**config.mk**
```make
export PLATFORM = sky130hd
export DESIGN_NAME = muldiv_unit
export DESIGN_NICKNAME = d
export VERILOG_FILES = /design/src/rtl/muldiv_pkg.sv /design/src/rtl/md_iter_step.sv /design/src/rtl/muldiv_unit.sv
export SDC_FILE = /design/constraint.sdc
export NUM_CORES = 1
export LEC_CHECK = 0
export CORE_ASPECT_RATIO = 1.2
export CORE_MARGIN = 4
export CORE_UTILIZATION = 40
export CTS_BUF_LIST = sky130_fd_sc_hd__clkbuf_8
export DETAILED_ROUTE_END_ITERATION = 8
export HOLD_SLACK_MARGIN = 0.12
export SKIP_CTS_REPAIR_TIMING = 1
export SYNTH_ARGS = -nofsm -noshare
export SYNTH_HDL_FRONTEND = slang
export SYNTH_SLANG_ARGS = --single-unit
```
**constraint.sdc**
```tcl
create_clock -name clock -period 8.2 [get_ports clock]
set_input_delay 0.82 -clock clock [delete_from_list [all_inputs] [get_ports clock]]
set_output_delay 0.82 -clock clock [all_outputs]
set_load 0.03 [all_outputs]
```
**src/rtl/muldiv_pkg.sv**
```systemverilog
// Shared types for the multiply/divide coprocessor. The decode stage also imports
// this package to map its aluop codes onto md_op_t.
package muldiv_pkg;

    localparam int DEFAULT_WIDTH = 32;

    typedef enum logic [2:0] {
        MD_MULT  = 3'd0,
        MD_MULTU = 3'd1,
        MD_DIV   = 3'd2,
        MD_DIVU  = 3'd3,
        MD_MTHI  = 3'd4,
        MD_MTLO  = 3'd5
    } md_op_t;

    typedef enum logic [1:0] {
        IDLE,
        RUN,
        FIX
    } md_state_t;

endpackage

```
**src/rtl/md_iter_step.sv**
```systemverilog
// One radix-2 iteration: shift-add multiply (mode_i=0) or restoring divide (mode_i=1).
// {acc,q} is the running product, or the partial remainder and dividend/quotient.
module md_iter_step #(
    parameter int WIDTH = 32
) (
    input  logic             mode_i,
    input  logic [WIDTH-1:0] acc_i,
    input  logic [WIDTH-1:0] q_i,
    input  logic [WIDTH-1:0] b_i,
    output logic [WIDTH-1:0] acc_o,
    output logic [WIDTH-1:0] q_o
);

    logic [WIDTH:0] sum;
    logic [WIDTH:0] shifted;
    logic           ge;

    assign sum     = q_i[0] ? ({1'b0, acc_i} + {1'b0, b_i}) : {1'b0, acc_i};
    assign shifted = {acc_i, q_i[WIDTH-1]};
    assign ge      = (shifted >= {1'b0, b_i});

    always_comb begin
        if (mode_i) begin
            // The restored remainder is always below the divisor, so a WIDTH-bit subtract suffices.
            acc_o = ge ? (shifted[WIDTH-1:0] - b_i) : shifted[WIDTH-1:0];
            q_o   = {q_i[WIDTH-2:0], ge};
        end else begin
            acc_o = sum[WIDTH:1];
            q_o   = {sum[0], q_i[WIDTH-1:1]};
        end
    end

endmodule

```
**src/rtl/muldiv_unit.sv**
```systemverilog
// Iterative multiply/divide unit owning HI/LO. Runs in the background and only
// stalls the pipeline when HI/LO is read while an operation is in flight.
module muldiv_unit
    import muldiv_pkg::*;
#(
    parameter int WIDTH = DEFAULT_WIDTH,
    parameter int CNT_W = $clog2(WIDTH) + 1
) (
    input  logic             clock,
    input  logic             reset,
    input  logic             op_valid,
    input  logic [2:0]       op,
    input  logic [WIDTH-1:0] rs_val,
    input  logic [WIDTH-1:0] rt_val,
    input  logic             flush,
    input  logic             rd_req,
    output logic             busy,
    output logic             stall,
    output logic             done,
    output logic [WIDTH-1:0] hi,
    output logic [WIDTH-1:0] lo
);

    md_state_t        state_q, state_d;
    logic [CNT_W-1:0] cnt_q, cnt_d;
    logic [WIDTH-1:0] acc_q, acc_d, q_q, q_d, b_q, b_d;
    logic [WIDTH-1:0] hi_q, hi_d, lo_q, lo_d;
    logic             div_q, div_d, neg_q, neg_d, rneg_q, rneg_d, dz_q, dz_d;
    logic             busy_q, done_q;

    logic [WIDTH-1:0] step_acc, step_q;
    logic             is_md_op, is_signed, is_div_op, a_neg, b_neg;
    logic [WIDTH-1:0] mag_a, mag_b;
    logic [2*WIDTH-1:0] prod_res;
    logic [WIDTH-1:0] quo_res, rem_res, res_hi, res_lo;

    md_iter_step #(.WIDTH(WIDTH)) u_step (
        .mode_i (div_q),
        .acc_i  (acc_q),
        .q_i    (q_q),
        .b_i    (b_q),
        .acc_o  (step_acc),
        .q_o    (step_q)
    );

    assign is_md_op  = op_valid && (op == MD_MULT || op == MD_MULTU || op == MD_DIV || op == MD_DIVU);
    assign is_signed = (op == MD_MULT) || (op == MD_DIV);
    assign is_div_op = (op == MD_DIV) || (op == MD_DIVU);
    assign a_neg     = is_signed && rs_val[WIDTH-1];
    assign b_neg     = is_signed && rt_val[WIDTH-1];
    assign mag_a     = a_neg ? -rs_val : rs_val;
    assign mag_b     = b_neg ? -rt_val : rt_val;

    // Sign correction; overflow (most-negative / -1) needs no special case.
    assign prod_res = neg_q ? -{acc_q, q_q} : {acc_q, q_q};
    assign quo_res  = neg_q ? -q_q : q_q;
    assign rem_res  = rneg_q ? -acc_q : acc_q;
    assign res_hi   = div_q ? rem_res : prod_res[2*WIDTH-1:WIDTH];
    assign res_lo   = div_q ? (dz_q ? '1 : quo_res) : prod_res[WIDTH-1:0];

    always_comb begin
        // NOTE: every always_comb output gets a default first so no path infers a latch.
        state_d = state_q;
        cnt_d   = cnt_q;
        acc_d   = acc_q;
        q_d     = q_q;
        b_d     = b_q;
        div_d   = div_q;
        neg_d   = neg_q;
        rneg_d  = rneg_q;
        dz_d    = dz_q;
        hi_d    = hi_q;
        lo_d    = lo_q;

        case (state_q)
            RUN: begin
                acc_d = step_acc;
                q_d   = step_q;
                cnt_d = cnt_q - CNT_W'(1);
                if (cnt_q == CNT_W'(1)) state_d = FIX;
            end
            FIX: begin
                hi_d    = res_hi;
                lo_d    = res_lo;
                state_d = IDLE;
            end
            default: ;
        endcase

        // Requests override RUN progress (abort) but never the FIX write above.
        if (flush) begin
            state_d = IDLE;
        end else if (is_md_op) begin
            state_d = RUN;
            cnt_d   = CNT_W'(WIDTH);
            acc_d   = '0;
            q_d     = is_div_op ? mag_a : mag_b;
            b_d     = is_div_op ? mag_b : mag_a;
            div_d   = is_div_op;
            neg_d   = a_neg ^ b_neg;
            rneg_d  = a_neg;
            dz_d    = is_div_op && (rt_val == '0);
        end else if (op_valid && op == MD_MTHI) begin
            state_d = IDLE;
            hi_d    = rs_val;
        end else if (op_valid && op == MD_MTLO) begin
            state_d = IDLE;
            lo_d    = rs_val;
        end
    end

    // NOTE: sequential state uses non-blocking assignments so every register samples pre-edge values.
    always_ff @(posedge clock or posedge reset) begin
        if (reset) begin
            state_q <= IDLE;
            cnt_q   <= '0;
            acc_q   <= '0;
            q_q     <= '0;
            b_q     <= '0;
            div_q   <= 1'b0;
            neg_q   <= 1'b0;
            rneg_q  <= 1'b0;
            dz_q    <= 1'b0;
            hi_q    <= '0;
            lo_q    <= '0;
            busy_q  <= 1'b0;
            done_q  <= 1'b0;
        end else begin
            state_q <= state_d;
            cnt_q   <= cnt_d;
            acc_q   <= acc_d;
            q_q     <= q_d;
            b_q     <= b_d;
            div_q   <= div_d;
            neg_q   <= neg_d;
            rneg_q  <= rneg_d;
            dz_q    <= dz_d;
            hi_q    <= hi_d;
            lo_q    <= lo_d;
            busy_q  <= (state_d != IDLE);
            done_q  <= (state_d == FIX);
        end
    end

    assign busy  = busy_q;
    assign done  = done_q;
    assign stall = rd_req && busy_q;
    assign hi    = hi_q;
    assign lo    = lo_q;

endmodule

```
---- Word level (Yosys, flattened, before mapping) ----
Index checks and enable logic that the tools add are counted.
storage, ports and cells
  bits in registers ....................... 174
  input bits .............................. 72
  word-level logic and storage cells ...... 87
operators by class
  add/subtract/negate cells ............... 8
  $lt $le $gt $ge ......................... 1
  equal/unequal tests ..................... 9
  muxes and demuxes ....................... 38
  bitwise gates (word level) .............. 2
  reductions and logical operators ........ 16
operators with widths
  operator               count
  $mux W32               27
  $neg A32 Y32           4
  $mux W64               1
  $neg A64 Y64           1
  $add A32 B32 Y33       1
  $ge A33 B32 Y1         1
  $mux W33               1
  $logic_not A32 Y1      1
  $sub A32 B32 Y32       1
  $mux W6                3
  $mux W2                5
  $logic_and A1 B1 Y1    7
  $eq A3 B2 Y1 const B   2
  $eq A3 B3 Y1 const B   2
  $eq A6 B1 Y1 const B   1
  $sub A6 B1 Y6 const B  1
  $logic_or A1 B1 Y1     5
  $eq A2 B2 Y1 const B   2
  $pmux W2 S2            1
  $eq A3 B1 Y1 const B   1
  $logic_not A3 Y1       1
  $eq A2 B1 Y1 const B   1
  $reduce_and A2 Y1      1
  $reduce_bool A2 Y1     1
  other kinds (2)        2

---- Longest topological paths before layout ----
  word-level depth ........................ 9
  gate-level depth with buffers ........... 14

---- Hierarchy ----
Synthesis repeated with hierarchy kept, for this count alone.
second synthesis, totals
  cells, all modules ...................... 2018
  area, all modules ....................... 16133.0 um^2
modules (own cells, without submodules)
  module        times used  cells each  area an instance (um^2)  sequential area each (um^2)
  muldiv_unit   1           1305        11234.5                  4354.2
  md_iter_step  1           713         4898.4                   0.0

---- Worst setup path before layout ----
Ideal clock, no wire load.
  path type ............................... register to register
  start ................................... register q_q[31]
  end ..................................... register acc_q[26]
  data arrival time ....................... 3011 ps
  path slack .............................. 5094 ps
  stages on the path, launching flop included .. 14
  buffers on the path ..................... 0
  period minus slack after synthesis ...... 3106 ps
  cells stage by stage .................... dfrtp_1 > inv_1 > ha_1 > inv_1 > fa_1 > a21o_1 > a221o_1 > o21a_1 > o2111ai_1 > a21oi_1 > or4b_2 > nand3_1 > o22ai_1 > o31ai_1
on the way
  longest elaborated chain between the ends .. 6
  elaborated cells between the ends (all ways) .. 7
ends and longest elaborated chain
  what                                                RTL line                                text
  from (decl)                                         muldiv_unit.sv:26                       logic [WIDTH-1:0] acc_q, acc_d, q_q, q_d, b_q, b_d;
  from (signal assigned)                              muldiv_unit.sv:132                      q_q <= q_d;
  $sub A32 B32 Y32 or $ge A33 B32 Y1 (tied branches)  md_iter_step.sv:25, md_iter_step.sv:20
  $mux W32 *                                          md_iter_step.sv:25                      acc_o = ge ? (shifted[WIDTH-1:0] - b_i) : shifted[WIDTH-1:0];
  $mux W32 *                                          md_iter_step.sv:23                      if (mode_i) begin
  $mux W32 *                                          muldiv_unit.sv:75                       case (state_q)
  $mux W32                                            muldiv_unit.sv:93                       end else if (is_md_op) begin
  $mux W32 *                                          muldiv_unit.sv:91                       if (flush) begin
  named net acc_d[26]                                 muldiv_unit.sv:26
  to (signal assigned)                                muldiv_unit.sv:117                      acc_q <= '0;
  to (signal assigned)                                muldiv_unit.sv:131                      acc_q <= acc_d;
  to (decl)                                           muldiv_unit.sv:26
The timed path passes the listed nets; every way through them passes the cells marked *.
A chain may end at the register's enable or synchronous reset.

---- Worst setup path in the final report ----
  start ................................... register acc_q[9]
  end ..................................... register acc_q[26]
on the way
  longest elaborated chain between the ends .. 6
  elaborated cells between the ends (all ways) .. 9
ends and longest elaborated chain
  what                                      RTL line                                text
  $add A32 B32 Y33 (tied with other cells)  md_iter_step.sv:18                      assign sum = q_i[0] ? ({1'b0, acc_i} + {1'b0, b_i}) : {1'b0, acc_i};
  $mux W33 or $mux W32 (tied branches)      md_iter_step.sv:18, md_iter_step.sv:25
  $mux W32 *                                md_iter_step.sv:23
  $mux W32 *                                muldiv_unit.sv:75
  $mux W32                                  muldiv_unit.sv:93
  $mux W32 *                                muldiv_unit.sv:91
  named net acc_d[26]                       muldiv_unit.sv:26
Marks and branches as above.

==> summary.md <==
| Metric | Value |
|---|---|
| Final weighted congestion in routability-driven placement | 0.9857 |
| Finished Layout Cells | 2,525 |
| CTS Sinks | 174 |
| Startpoint of the worst register-to-register path | acc_q[9] |
| Rows | 78 |
| Residual antenna-violating net count after detailed routing | 0 |
| Critical Path End Type | flop |
| Final Util | 0.4614 |
| Number of endpoints failing setup at the final stage | 0 |
| Post-Synthesis Cell Area | 15,450 um2 |
| Die Width | 187.4 um |
| Maximum resistive drop on vdd | 0.1624 mV |
| Maximum number of pins on one net before global-route repair | 91 |
| Clock period minus final worst setup slack | 4.116 ns |
| Prevailing post-synth register cell | sky130_fd_sc_hd__dfrtp_1 |
| Post-DR wirelength/cell | 25.01 um |
| Net count after synthesis | 2,142 |
| Number of antenna violations at the first check in global routing | 2 |
| Post-synthesis cell count | 1,996 |
| Hold Path Class | reg2reg |
| Number of flip-flops and latches in the synthesized netlist | 174 |
| Count of antenna diodes in the layout | 0 |
| Overall power of the completed layout | 5.913 mW |
| Layout overhead on the synthesized area | 13.36% |
| GRT Residual Overflow | 0 |
| Pins Over Slew Limit | 0 |
| Maximum clock rate | 0.2430 GHz |
| Total via count after detailed routing | 15.90k |
| Hold Violations, Final | 0 |
| Rel. slew slack | 0.1334 |
| Unrepaired setup endpoints after global routing | false |
| Core area | 37,960 um2 |
| Wire length of the first global-routing pass | 95,860 um |
| Detailed Place HPWL | 47,550 um |
| Leak Pwr | 6.845 nW |
| Share of the clock period used by the worst path after layout | 0.5019 |
| Fill cell instance count of the final layout | 3,798 |
| Worst Max-Slew Pin Slew | 1.297 ns |
| Count of placed standard cells including taps | 2,494 |
| Pwr dens | 337.6 nW/um2 |
| CP Class | reg2reg |
| Max cap viols | 0 |
| Number of nets in the final layout | 2,179 |
| Synth async-reset ratio | 1.000 |
| Vert. Die Dim | 223.3 um |
| Total global-route track usage | 0.2939 |
| Max H-tree Level | 4 |
| Sequential element share of the synthesized area | 0.2818 |
| Clock-pin transition on the worst setup and hold timing paths | 0.11 ns |
| Worst hold path startpoint | dz_q |
| Via density | 6.297 |
| Die Footprint | 41,860 um2 |
| Number of warnings reported in the yosys synthesis log | 0 |
| PortBufs | 138 |
| CTS tree | done |
| Vias in the first global route | 15.37k |
| Clock insertion delay at the later pin of the skew report | 0.51 ns |
| Area fraction of the dominant cell type after synthesis | 0.2818 |
| Final-layout setup total negative slack | 0 ns |
| Maximum number of buffers from clock root to sink | 2 |
| Number of synthesized flops with an enable pin | 0 |
| Share of final-layout standard cells stronger than drive strength 1 | 0.04792 |
| First element of the critical path | acc_q[9] |
| Clock root buffer master | sky130_fd_sc_hd__clkbuf_8 |
| Count of cell types in the netlist | 81 |
| DRT Wirelength | 63,150 um |
| Detailed-route DRC error count | 0 |
| DR pass1 iterations | 5 |
| Number of DRC markers after the initial detailed-route iteration | 1,641 |
| Leading post-synthesis cells by cell area | sky130_fd_sc_hd__dfrtp_1 28%, sky130_fd_sc_hd__o21ai_0 7.0%, sky130_fd_sc_hd__xnor2_1 6.8%, sky130_fd_sc_hd__nand2_1 6.5%, sky130_fd_sc_hd__ha_1 5.8% |
| Arrival time worst endpoint | 4.48 ns |
| Effective utilization at floorplan | 0.4071 |
| Avg Cell Area, Syn | 7.742 um2 |
| Critical Path Start Type | flop |
| Maximum fanout count along the critical path | 25 |
| Worst hold margin | 0.5014 ns |
| Inserted Clock Buffers | 17 |
| Worst clock skew | 0.01723 ns |
| # IOs | 139 |
| Dominant cell type by area after synthesis | sky130_fd_sc_hd__dfrtp_1 |
| Result of the run | complete, no violations |
| CP required | 8.56 ns |
worst max-delay path, cell delays in order, from the launching register on:
cell and delay, ns:
sky130_fd_sc_hd__dfrtp_1 0.64, sky130_fd_sc_hd__ha_1 0.40, sky130_fd_sc_hd__nand4_1 0.18, sky130_fd_sc_hd__o21ai_0 0.14, sky130_fd_sc_hd__o21ai_0 0.34, sky130_fd_sc_hd__a21boi_1 0.17, sky130_fd_sc_hd__o311ai_2 0.50, sky130_fd_sc_hd__o21a_1 0.96
sky130_fd_sc_hd__nand2_1 0.31, sky130_fd_sc_hd__o22ai_1 0.23, sky130_fd_sc_hd__o31ai_1 0.09
logic make-up after synthesis:
logic type | after synthesis | synth area share
simple gates | 612 | 0.1878
mux | 62 | 0.04040
flops | 174 | 0.2818
fa+ha+maj | 74 | 0.06089
buf+inv | 211 | 0.05190
xor+xnor | 175 | 0.09918
compound gates | 688 | 0.2781
layout by cell type (no fill, tap or decap), types with 24 or more instances in the layout:
cell	synthesis	routed
sky130_fd_sc_hd__a21oi_1	151	151
sky130_fd_sc_hd__o22ai_1	41	41
sky130_fd_sc_hd__a31oi_1	24	24
sky130_fd_sc_hd__ha_1	72	70
sky130_fd_sc_hd__o211ai_1	58	58
sky130_fd_sc_hd__nor3_1	52	52
sky130_fd_sc_hd__o21ai_0	216	216
sky130_fd_sc_hd__xnor2_1	120	120
sky130_fd_sc_hd__xor2_1	55	55
sky130_fd_sc_hd__nor2_1	123	122
sky130_fd_sc_hd__clkdlybuf4s50_1	0	137
sky130_fd_sc_hd__mux2i_1	59	59
sky130_fd_sc_hd__nand2_1	267	267
sky130_fd_sc_hd__a21o_1	25	25
sky130_fd_sc_hd__a211oi_1	24	24
sky130_fd_sc_hd__dfrtp_1	174	173
sky130_fd_sc_hd__inv_1	71	71
routing by layer:
layer | vias up | wire length [um] | track usage
met5 | - | 0 | 0
met4 | 0 | 3829 | 0.1554
met3 | 173 | 3721 | 0.03271
met2 | 678 | 29820 | 0.4856
met1 | 7717 | 25790 | 0.3794
li1 | 7331 | - | -
synthesized netlist by cell type (9+ instances only):
cell                       number
sky130_fd_sc_hd__a31oi_1       24
sky130_fd_sc_hd__nand4_1       14
sky130_fd_sc_hd__o221ai_1      11
sky130_fd_sc_hd__mux2i_1       59
sky130_fd_sc_hd__o21ai_1       16
sky130_fd_sc_hd__nor3_1        52
sky130_fd_sc_hd__inv_1         71
sky130_fd_sc_hd__nand3_1       23
sky130_fd_sc_hd__o22ai_1       41
sky130_fd_sc_hd__xnor2_1      120
sky130_fd_sc_hd__o21ai_0      216
sky130_fd_sc_hd__o31ai_1       22
sky130_fd_sc_hd__clkbuf_1     116
sky130_fd_sc_hd__a211oi_1      24
sky130_fd_sc_hd__or4_1          9
sky130_fd_sc_hd__o21a_1        10
sky130_fd_sc_hd__buf_1         16
sky130_fd_sc_hd__a21o_1        25
sky130_fd_sc_hd__nor4_1        20
sky130_fd_sc_hd__or3_1         12
sky130_fd_sc_hd__and3_1        14
sky130_fd_sc_hd__nor3b_1       12
sky130_fd_sc_hd__o211ai_1      58
sky130_fd_sc_hd__nor2_1       123
sky130_fd_sc_hd__nor2b_1       14
sky130_fd_sc_hd__dfrtp_1      174
sky130_fd_sc_hd__ha_1          72
sky130_fd_sc_hd__nand2b_1      13
sky130_fd_sc_hd__o41ai_1       13
sky130_fd_sc_hd__a21oi_1      151
sky130_fd_sc_hd__nand2_1      267
sky130_fd_sc_hd__xor2_1        55
area by class of cell:
cell class	instances	area, um2	area share
Multi-Input combinational cell	1611	10330	0.5895
Clock buffer	18	247.7	0.01414
Tap cell	480	600.6	0.03428
Inverter	71	271.5	0.01550
Timing Repair Buffer	158	1526	0.08714
Clock inverter	13	187.7	0.01071
Sequential cell	174	4358	0.2488
sequential cells by signal (all words and copies together) (netlist names), 2 cells and up:
name	flops
acc_q	32
b_q	32
hi	32
lo	32
q_q	32
cnt_q	6
state_q	2
power breakdown:
part	internal, mW	total, mW	switching [mW]	leakage, nW
Combinational	1.45	3.60	2.16	4.49
Sequential	1.11	1.60	0.492	2.13
Clock	0.341	0.712	0.371	0.217
per-stage QoR:
step / cell area, um2 / worst slack (ns)
after floorplan: 15450 / 2.663
after global placement: 17080 / 4.014
after detailed placement: 17080 / 3.982
after CTS: 17520 / 4.133
after global routing: 17520 / 3.801
final: 17520 / 4.084
final timing paths:
check                            end  slack [ns]  cells past startpoint
setup / recovery           acc_q[26]        4.08                     10
hold / removal                  dz_q        0.50                      2
setup reg to reg           acc_q[26]        4.08                     10
hold reg to reg                 dz_q        0.50                      2
max in group asynchronous    b_q[10]        5.87                      3
min in group asynchronous     lo[13]        0.81                      2
Power figures use the tool's default switching activity.
